===== src/rtl/uart_tx.sv =====
// ---------------------------------------------------------------------------
// uart_tx -- 8N1 UART transmitter with an on-chip byte FIFO.
//
// Bytes written through the WR/full handshake are queued in a circular
// buffer and sent LSB first. One start bit, eight data bits and one stop bit
// are sent, and each bit lasts Baudrate Clk cycles. While the FIFO holds data,
// frames go out back-to-back with no idle cycle between them.
//
// Parameters:
//   Baudrate : Clk cycles per serial bit (2..8191)
//   DEPTH    : FIFO depth in bytes (power of two, >= 2)
//
// Ports:
//   Clk     in   rising-edge clock
//   Reset   in   synchronous active-high reset (flushes FIFO, aborts frame)
//   data_in in   byte to queue
//   WR      in   write strobe, accepted when full is low
//   TX      out  registered serial line, idle high
//   busy    out  transmitter not idle
//   full    out  FIFO holds DEPTH bytes
//   empty   out  FIFO holds no bytes
//   count   out  number of queued bytes
// ---------------------------------------------------------------------------
module uart_tx #(
    parameter int unsigned Baudrate = 2603,
    parameter int unsigned DEPTH    = 16
) (
    input  logic                     Clk,
    input  logic                     Reset,
    input  logic [7:0]               data_in,
    input  logic                     WR,
    output logic                     TX,
    output logic                     busy,
    output logic                     full,
    output logic                     empty,
    output logic [$clog2(DEPTH):0]   count
);

    localparam int unsigned AW = $clog2(DEPTH);
    localparam int unsigned CW = AW + 1;
    localparam logic [12:0] BAUD_LAST = 13'(Baudrate - 1);

    localparam logic [1:0] S_IDLE  = 2'd0;
    localparam logic [1:0] S_START = 2'd1;
    localparam logic [1:0] S_DATA  = 2'd2;
    localparam logic [1:0] S_STOP  = 2'd3;

    // FIFO storage and bookkeeping
    logic [7:0]    mem [DEPTH];
    logic [AW-1:0] wr_ptr;
    logic [AW-1:0] rd_ptr;
    logic [CW-1:0] cnt;

    // Transmit datapath
    logic [1:0]    state;
    logic [12:0]   baud_cnt;
    logic [2:0]    bit_idx;
    logic [7:0]    shift;
    logic          tx_r;

    logic          tick;
    logic          push;
    logic          pop;

    assign full  = (cnt == CW'(DEPTH));
    assign empty = (cnt == '0);
    assign count = cnt;
    assign busy  = (state != S_IDLE);
    assign TX    = tx_r;

    assign tick = (baud_cnt == BAUD_LAST);
    assign push = WR & ~full;

    // A byte is taken from the FIFO either when leaving IDLE or at the end
    // of a stop bit with more data waiting (back-to-back frame).
    assign pop = ~empty & ((state == S_IDLE) | ((state == S_STOP) & tick));

    // ---------------------------------------------------------------------
    // FIFO: push and pop on the same edge leave the count unchanged.
    // ---------------------------------------------------------------------
    always_ff @(posedge Clk) begin
        if (Reset) begin
            wr_ptr <= '0;
            rd_ptr <= '0;
            cnt    <= '0;
        end else begin
            if (push) begin
                wr_ptr <= wr_ptr + AW'(1);
            end
            if (pop) begin
                rd_ptr <= rd_ptr + AW'(1);
            end
            case ({push, pop})
                2'b10:   cnt <= cnt + CW'(1);
                2'b01:   cnt <= cnt - CW'(1);
                default: cnt <= cnt;
            endcase
        end
    end

    // Storage is not reset; stale entries are unreachable once cnt is 0.
    always_ff @(posedge Clk) begin
        if (push) begin
            mem[wr_ptr] <= data_in;
        end
    end

    // ---------------------------------------------------------------------
    // Frame FSM. TX is registered alongside the state so the line changes
    // only on clock edges.
    // ---------------------------------------------------------------------
    always_ff @(posedge Clk) begin
        if (Reset) begin
            state    <= S_IDLE;
            baud_cnt <= '0;
            bit_idx  <= '0;
            shift    <= '0;
            tx_r     <= 1'b1;
        end else begin
            case (state)
                S_IDLE: begin
                    baud_cnt <= '0;
                    tx_r     <= 1'b1;
                    if (!empty) begin
                        shift <= mem[rd_ptr];
                        state <= S_START;
                        tx_r  <= 1'b0;
                    end
                end

                S_START: begin
                    if (tick) begin
                        baud_cnt <= '0;
                        bit_idx  <= '0;
                        state    <= S_DATA;
                        tx_r     <= shift[0];
                    end else begin
                        baud_cnt <= baud_cnt + 13'd1;
                    end
                end

                S_DATA: begin
                    if (tick) begin
                        baud_cnt <= '0;
                        if (bit_idx != 3'd7) begin
                            // shift[1] is the bit that becomes shift[0]
                            // after this edge's right shift.
                            shift   <= {1'b0, shift[7:1]};
                            bit_idx <= bit_idx + 3'd1;
                            tx_r    <= shift[1];
                        end else begin
                            state <= S_STOP;
                            tx_r  <= 1'b1;
                        end
                    end else begin
                        baud_cnt <= baud_cnt + 13'd1;
                    end
                end

                S_STOP: begin
                    if (tick) begin
                        baud_cnt <= '0;
                        if (!empty) begin
                            shift <= mem[rd_ptr];
                            state <= S_START;
                            tx_r  <= 1'b0;
                        end else begin
                            state <= S_IDLE;
                            tx_r  <= 1'b1;
                        end
                    end else begin
                        baud_cnt <= baud_cnt + 13'd1;
                    end
                end

                default: begin
                    state    <= S_IDLE;
                    baud_cnt <= '0;
                    tx_r     <= 1'b1;
                end
            endcase
        end
    end

endmodule

===== config.mk =====
export PLATFORM = sky130hd
export DESIGN_NAME = uart_tx
export DESIGN_NICKNAME = d
export VERILOG_FILES = /design/src/rtl/uart_tx.sv
export SDC_FILE = /design/constraint.sdc
export NUM_CORES = 1
export LEC_CHECK = 0
export ABC_AREA = 1
export CAP_MARGIN = 20
export CELL_PAD_IN_SITES_DETAIL_PLACEMENT = 1
export CELL_PAD_IN_SITES_GLOBAL_PLACEMENT = 1
export CORE_ASPECT_RATIO = 1.25
export CORE_MARGIN = 4
export CORE_UTILIZATION = 35
export CTS_CLUSTER_DIAMETER = 30
export DETAILED_ROUTE_END_ITERATION = 7
export PLACE_DENSITY = 0.72
export SETUP_SLACK_MARGIN = 0.1
export SKIP_CTS_REPAIR_TIMING = 1
export SLEW_MARGIN = 20
export SYNTH_ARGS = -nofsm -noshare
export SYNTH_HDL_FRONTEND = slang
export SYNTH_SLANG_ARGS = --single-unit

===== constraint.sdc =====
create_clock -name Clk -period 5.3 [get_ports Clk]
set_clock_uncertainty 0.05 [all_clocks]
set_input_delay 0.53 -clock Clk [delete_from_list [all_inputs] [get_ports Clk]]
set_output_delay 0.53 -clock Clk [all_outputs]
set_load 0.02 [all_outputs]

==> summary.md, run 1 <==
| Metric | Value |
|---|---|
| Die W | 137 µm |
| Initial Utilization | 36.0% |
| Area growth from synthesis to layout | 14.5% |
| Register share of total power | 39.1% |
| Final hold slack | 0.401 ns |
| Tot GR Track Use | 17.6% |
| MaxCap Viol Count | 0 |
| Final period utilization | 59.7% |
| Initial antenna violation count | 0 |
| Maximum vdd drop | 0.000263 V |
| GRT met2 Usage | 30.3% |
| Clock Power Share | 31.9% |
| Fmax | 316 MHz |
| Net Sw Power | 1.50 mW |
| Mapped Cells | 694 |
| Row count | 58 |
| Post-synth EDFFs | 128 |
| Top Usage Layer GRT | met2 |
| Vias | 5192 |
| Gr ovfl total | 0 |
| Total die area | 23300 µm² |
| Die height | 170 µm |
| Kind of path behind the tightest hold check | reg2reg |
| CTS tree | built |
| Worst rel slew slack | 39.1% |
| First-pass GRT wire length | 30900 µm |
| Setup TNS | 0 ns |
| Required time worst endpoint | 5.52 ns |
| DR iter-0 viols | 402 |
| Arrival time worst endpoint | 3.39 ns |
| Crit end category | register |
| Nets | 732 |
| Syn nets | 722 |
| Worst Setup Start Kind | register |
| Most frequent cells in the layout | nor2_1 (143), edfxtp_1 (128), o21ai_0 (79) |
| Syn Area/Cell | 10.6 µm² |
| Register area share after synthesis | 64.4% |
| TritonCTS Buffers | 17 |
| Yosys cell types | 35 |
| Vias per inst | 5.26 |
| Buffers on Ports | 19 |
| Setup Viol. Count Final | 0 |
| Most common cell after layout, fill and taps aside | nor2_1 |
| Placeable Area | 20400 µm² |
| Ys async rst share | 0% |
| H-Tree Level Count | 4 |
| Post-DRT Antenna Nets | 0 |
| Detailed Place HPWL | 12700 µm |
| GRT met3 Usage | 3.37% |
| Clk buf depth | 2 |
| Length of the first detailed-routing pass in iterations | 5 |
| RR Endpoint | shift[6] |
| Fin crit period | 3.17 ns |
| M1 GR Usage | 21.1% |
| Leakage | 2.87 nW |
| IO Pins | 20 |
| Hold Path Origin | baud_cnt[0] |
| Flop2flop setup slack | 2.13 ns |
| Top delay family on crit path | buffers and inverters |
| Final Hold Vio Count | 0 |
| Internal power | 2.80 mW |
| Clock Latency Late Sink | 0.43 ns |
| Max-slew violations | 0 |
| Hold Path Cell Cnt | 1 |
| R2R cell count | 10 |
| Vias in the first global route | 5627 |
| Wire per inst | 19.6 µm |
| Crit Path Category | reg2reg |
| Yosys warnings | 0 |
| Unrepaired setup endpoints after global routing | no |
| Placer Congestion | 0.834 |
| Mapped cell area | 7330 µm² |
| CP max stage cell | clkinv_2 |
| Buf/Inv on CP | 2 |
| Hold EP | baud_cnt[0] |
| Worst path cell trace | buf_4 -> clkinv_2 -> nor2_1 -> nor2_1 -> o21ai_0 -> o211ai_1 -> nand3_1 -> nand3_1 -> o211ai_1 -> a21oi_1 |
| Pin count of the biggest net entering global routing | 66 |
| CP max FO | 65 |
| DRC | 0 |
| Flops & latches, synth | 172 |
| Logic pwr share | 29.1% |
| Root Driver | clkbuf_16 |
| Reg clk slew, reported paths | 0.06 ns |
| Share of layout cells above drive strength 1 | 7.67% |
| Worst slew pin tran | 0.911 ns |
| Ant. Diodes | 0 |
| Routed WL | 19300 µm |
| Clock Sinks | 172 |
| P per Cell Area | 511 nW/µm² |
| Outcome | finished, final reports clean |
| Top FF cell, synth | edfxtp_1 |
| Sw Ratio | 34.8% |
| Largest stage delay, worst path | 0.89 ns |
## state kept, by name, indices dropped and copies added, names as in the netlist, named ones only
register	flops
baud_cnt	13
rd_ptr	4
count	5
TX	1
bit_idx	3
shift	8
wr_ptr	4
state	2
mem	128
## per-stage QoR
stage,instance area (µm²),utilization (%),cells,power (mW),setup slack [ns]
final,8400,41.2,987,4.29,2.13
after global routing,8400,41.2,987,4.56,1.79
after CTS,8400,41.2,987,4.32,2.48
after detailed placement,7750,38.0,955,2.95,2.50
after global placement,7750,38.0,955,2.89,2.54
after floorplan,7330,-,694,2.53,3.08
## worst register-to-register path, delay by kind of cell (launching register included)
kind / cells / cell delay (ns)
compound gates: 4 / 0.52
buf+inv: 2 / 1.42
flops: 1 / 0.30
simple gates: 4 / 0.71
## kinds of logic (layout without fill, tap and decap cells)
family / Yosys count / count (layout) / share of synthesized area, %
flops: 172 / 172 / 64.4
buf+inv: 79 / 102 / 4.21
xor+xnor: 6 / 6 / 0.717
simple gates: 262 / 262 / 15.3
fa+ha+maj: 17 / 17 / 2.90
compound gates: 157 / 157 / 12.3
mux: 1 / 1 / 0.137
## worst max-delay path by stage
stage                  start        to  slack (ns)  depth (start not counted)
finish              register  shift[6]        2.13                         10
global placement    register  shift[0]        2.54                         10
detailed placement  register  shift[0]        2.50                         10
global route        register  shift[2]        1.79                         10
CTS                 register  shift[0]        2.48                         10
floorplan           count[1]  count[4]        3.08                         14
## per-layer routing
metal	share of wire (%)	vias to the layer above	wire length (µm)
met1	41	2605	7850
met3	3.4	31	664
met5	0	-	0
met2	53	122	10200
li1	-	2434	-
met4	3.0	0	575
## power groups by stage
stage | sequential [mW] | clock, mW | combinational (mW)
after global routing | 1.70 | 1.46 | 1.41
final | 1.68 | 1.37 | 1.25
after floorplan | 1.63 | 0 | 0.899
after global placement | 1.70 | 0 | 1.19
after detailed placement | 1.70 | 0 | 1.24
after CTS | 1.68 | 1.39 | 1.26
## layout make-up
cell class,instances,area [µm²]
sequential,172,4730
inverter,50,189
clock buffer,19,433
fill,2250,12000
clock inverter,13,214
timing repair buffer,20,198
multi-input combinational,443,2300
tap,270,338
## Yosys cell counts, types with 10 or more instances
cell	instances	area (µm²)
nor2_1	143	537
nand3_1	29	145
buf_2	10	50.1
clkbuf_1	17	63.8
nand2_1	64	240
o211ai_1	31	233
a21oi_1	32	160
o21ai_0	79	395
edfxtp_1	128	3840
dfxtp_1	44	881
inv_1	44	165
ha_1	17	213
Note: power is estimated with default switching activity, not from simulation.
==> inputs of run 2 (changes only) <==
- clock period: 5.3 -> 3.2 ns (I/O delays scaled with it)
==> summary.md, run 2 (synthesized netlist as in run 1, its figures left out) <==
| Metric | Value |
|---|---|
| Finished Layout Cells | 1007 |
| Root Driver | clkbuf_16 |
| Worst Setup Start Kind | register |
| Detailed Place HPWL | 11800 µm |
| Ant. Diodes | 0 |
| Utilization after layout | 41.5% |
| IO Pins | 20 |
| Kind of path behind the tightest hold check | reg2reg |
| Reg clk slew, reported paths | 0.07 ns |
| P per Cell Area | 798 nW/µm² |
| Clock Latency Late Sink | 0.44 ns |
| Die height | 170 µm |
| GRT met2 Usage | 27.9% |
| Routed WL | 17500 µm |
| Buffers on Ports | 19 |
| Placer Congestion | 0.782 |
| Final period utilization | 79.9% |
| DRC | 0 |
| CP max FO | 9 |
| Leakage | 2.94 nW |
| Arrival time worst endpoint | 2.85 ns |
| Required time worst endpoint | 3.49 ns |
| Length of the first detailed-routing pass in iterations | 4 |
| Tot GR Track Use | 15.8% |
| Wire per inst | 17.4 µm |
| Final hold slack | 0.402 ns |
| Fin crit period | 2.56 ns |
| Most common cell after layout, fill and taps aside | nor2_1 |
| Power Total | 6.76 mW |
| Die W | 137 µm |
| Max-slew violations | 0 |
| Unrepaired setup endpoints after global routing | no |
| Crit Path Category | reg2reg |
| Pin count of the biggest net entering global routing | 65 |
| Vias in the first global route | 5467 |
| Nets | 753 |
| Row count | 58 |
| H-Tree Level Count | 4 |
| Gr ovfl total | 0 |
| CP max stage cell | ha_1 |
| Fmax | 391 MHz |
| Setup TNS | 0 ns |
| Vias | 5142 |
| Top Usage Layer GRT | met2 |
| Total die area | 23300 µm² |
| CTS tree | built |
| Setup Viol. Count Final | 0 |
| First-pass GRT wire length | 28600 µm |
| Vias per inst | 5.11 |
| Clock Sinks | 172 |
| Initial antenna violation count | 0 |
| Share of layout cells above drive strength 1 | 10.0% |
| MaxCap Viol Count | 0 |
| Initial Utilization | 36.0% |
| Register with the most flip-flops | mem |
| TritonCTS Buffers | 17 |
| Max reg flops | 128 |
| Maximum vdd drop | 0.000418 V |
| Worst path cell trace | inv_1 -> ha_1 -> nand2_1 -> nor2_2 -> nand3_4 -> o21ai_4 -> ha_1 -> xor2_1 -> ha_1 -> inv_1 -> nand2_2 -> nand2_2 -> nand3_1 -> nand3_1 -> nand2_1 -> inv_1 |
| Crit end category | register |
| Largest stage delay, worst path | 0.34 ns |
| Fill count | 2212 |
| Outcome | finished, final reports clean |
| Placeable Area | 20400 µm² |
| GRT met3 Usage | 3.55% |
| Area growth from synthesis to layout | 15.5% |
| Inst Count DP | 976 |
| DR iter-0 viols | 307 |
| M1 GR Usage | 18.8% |
| Most frequent cells in the layout | nor2_1 (143), edfxtp_1 (128), o21ai_0 (79) |
| Top flop regs | mem (128), baud_cnt (13), shift (8) |
| Clk buf depth | 2 |
| Final Hold Vio Count | 0 |
| Worst slew pin tran | 0.674 ns |
| Worst rel slew slack | 55.1% |
| Post-DRT Antenna Nets | 0 |
## run 2: changes by cell type in the layout (fill, tap and decap cells not counted), moves of 2 or more
| cell | change |
|---|---|
| buf_4 | +20 |
| bufinv_16 | -4 |
| clkinv_1 | +2 |
| clkinv_4 | -2 |
| inv_8 | +2 |
## run 2: final timing paths
kind              slack (ns)           to  cells after the start         from
setup reg to reg        0.64     count[4]                     16  baud_cnt[0]
hold reg to reg         0.40  baud_cnt[0]                      1  baud_cnt[0]
hold / removal          0.40  baud_cnt[0]                      1  baud_cnt[0]
setup / recovery        0.64     count[4]                     16  baud_cnt[0]
## run 2: layer usage
| metal | wire (µm) | share of wire, % |
|---|---|---|
| met4 | 286 | 1.6 |
| met3 | 501 | 2.9 |
| met2 | 9360 | 53 |
| met1 | 7360 | 42 |
| met5 | 0 | 0 |
## run 2: through the flow
step	setup slack (ns)	area, µm²
floorplan	0.978	7330
global placement	0.825	7920
detailed placement	0.636	7920
CTS	0.617	8470
global route	0.414	8470
finish	0.643	8470
## run 2: cell type report
cell class                 instances  area (µm²)  share of cell area [%]
clock buffer                      18         429                    5.07
multi-input combinational        443        2300                    27.2
inverter                          50         188                    2.22
sequential                       172        4730                    55.8
tap                              270         338                    3.99
clock inverter                    13         119                    1.40
timing repair buffer              41         368                    4.34
## run 2: report_power, final
group	internal [mW]	leakage (nW)	switching [mW]	total [mW]
sequential	2.55	1.52	0.108	2.66
combinational	0.723	1.16	1.43	2.15
clock	1.07	0.261	0.873	1.95
total	4.35	2.94	2.41	6.76
## run 2: worst max-delay path: cells and delay by family (launching register included)
| kind | cells | cell delay [ns] |
|---|---|---|
| AOI/OAI and AO/OA | 1 | 0.28 |
| xor gates and xnor gates | 1 | 0.25 |
| adders and majority gates | 3 | 0.69 |
| buffers and inverters | 3 | 0.16 |
| DFF | 1 | 0.32 |
| and+or+nand+nor | 8 | 0.68 |
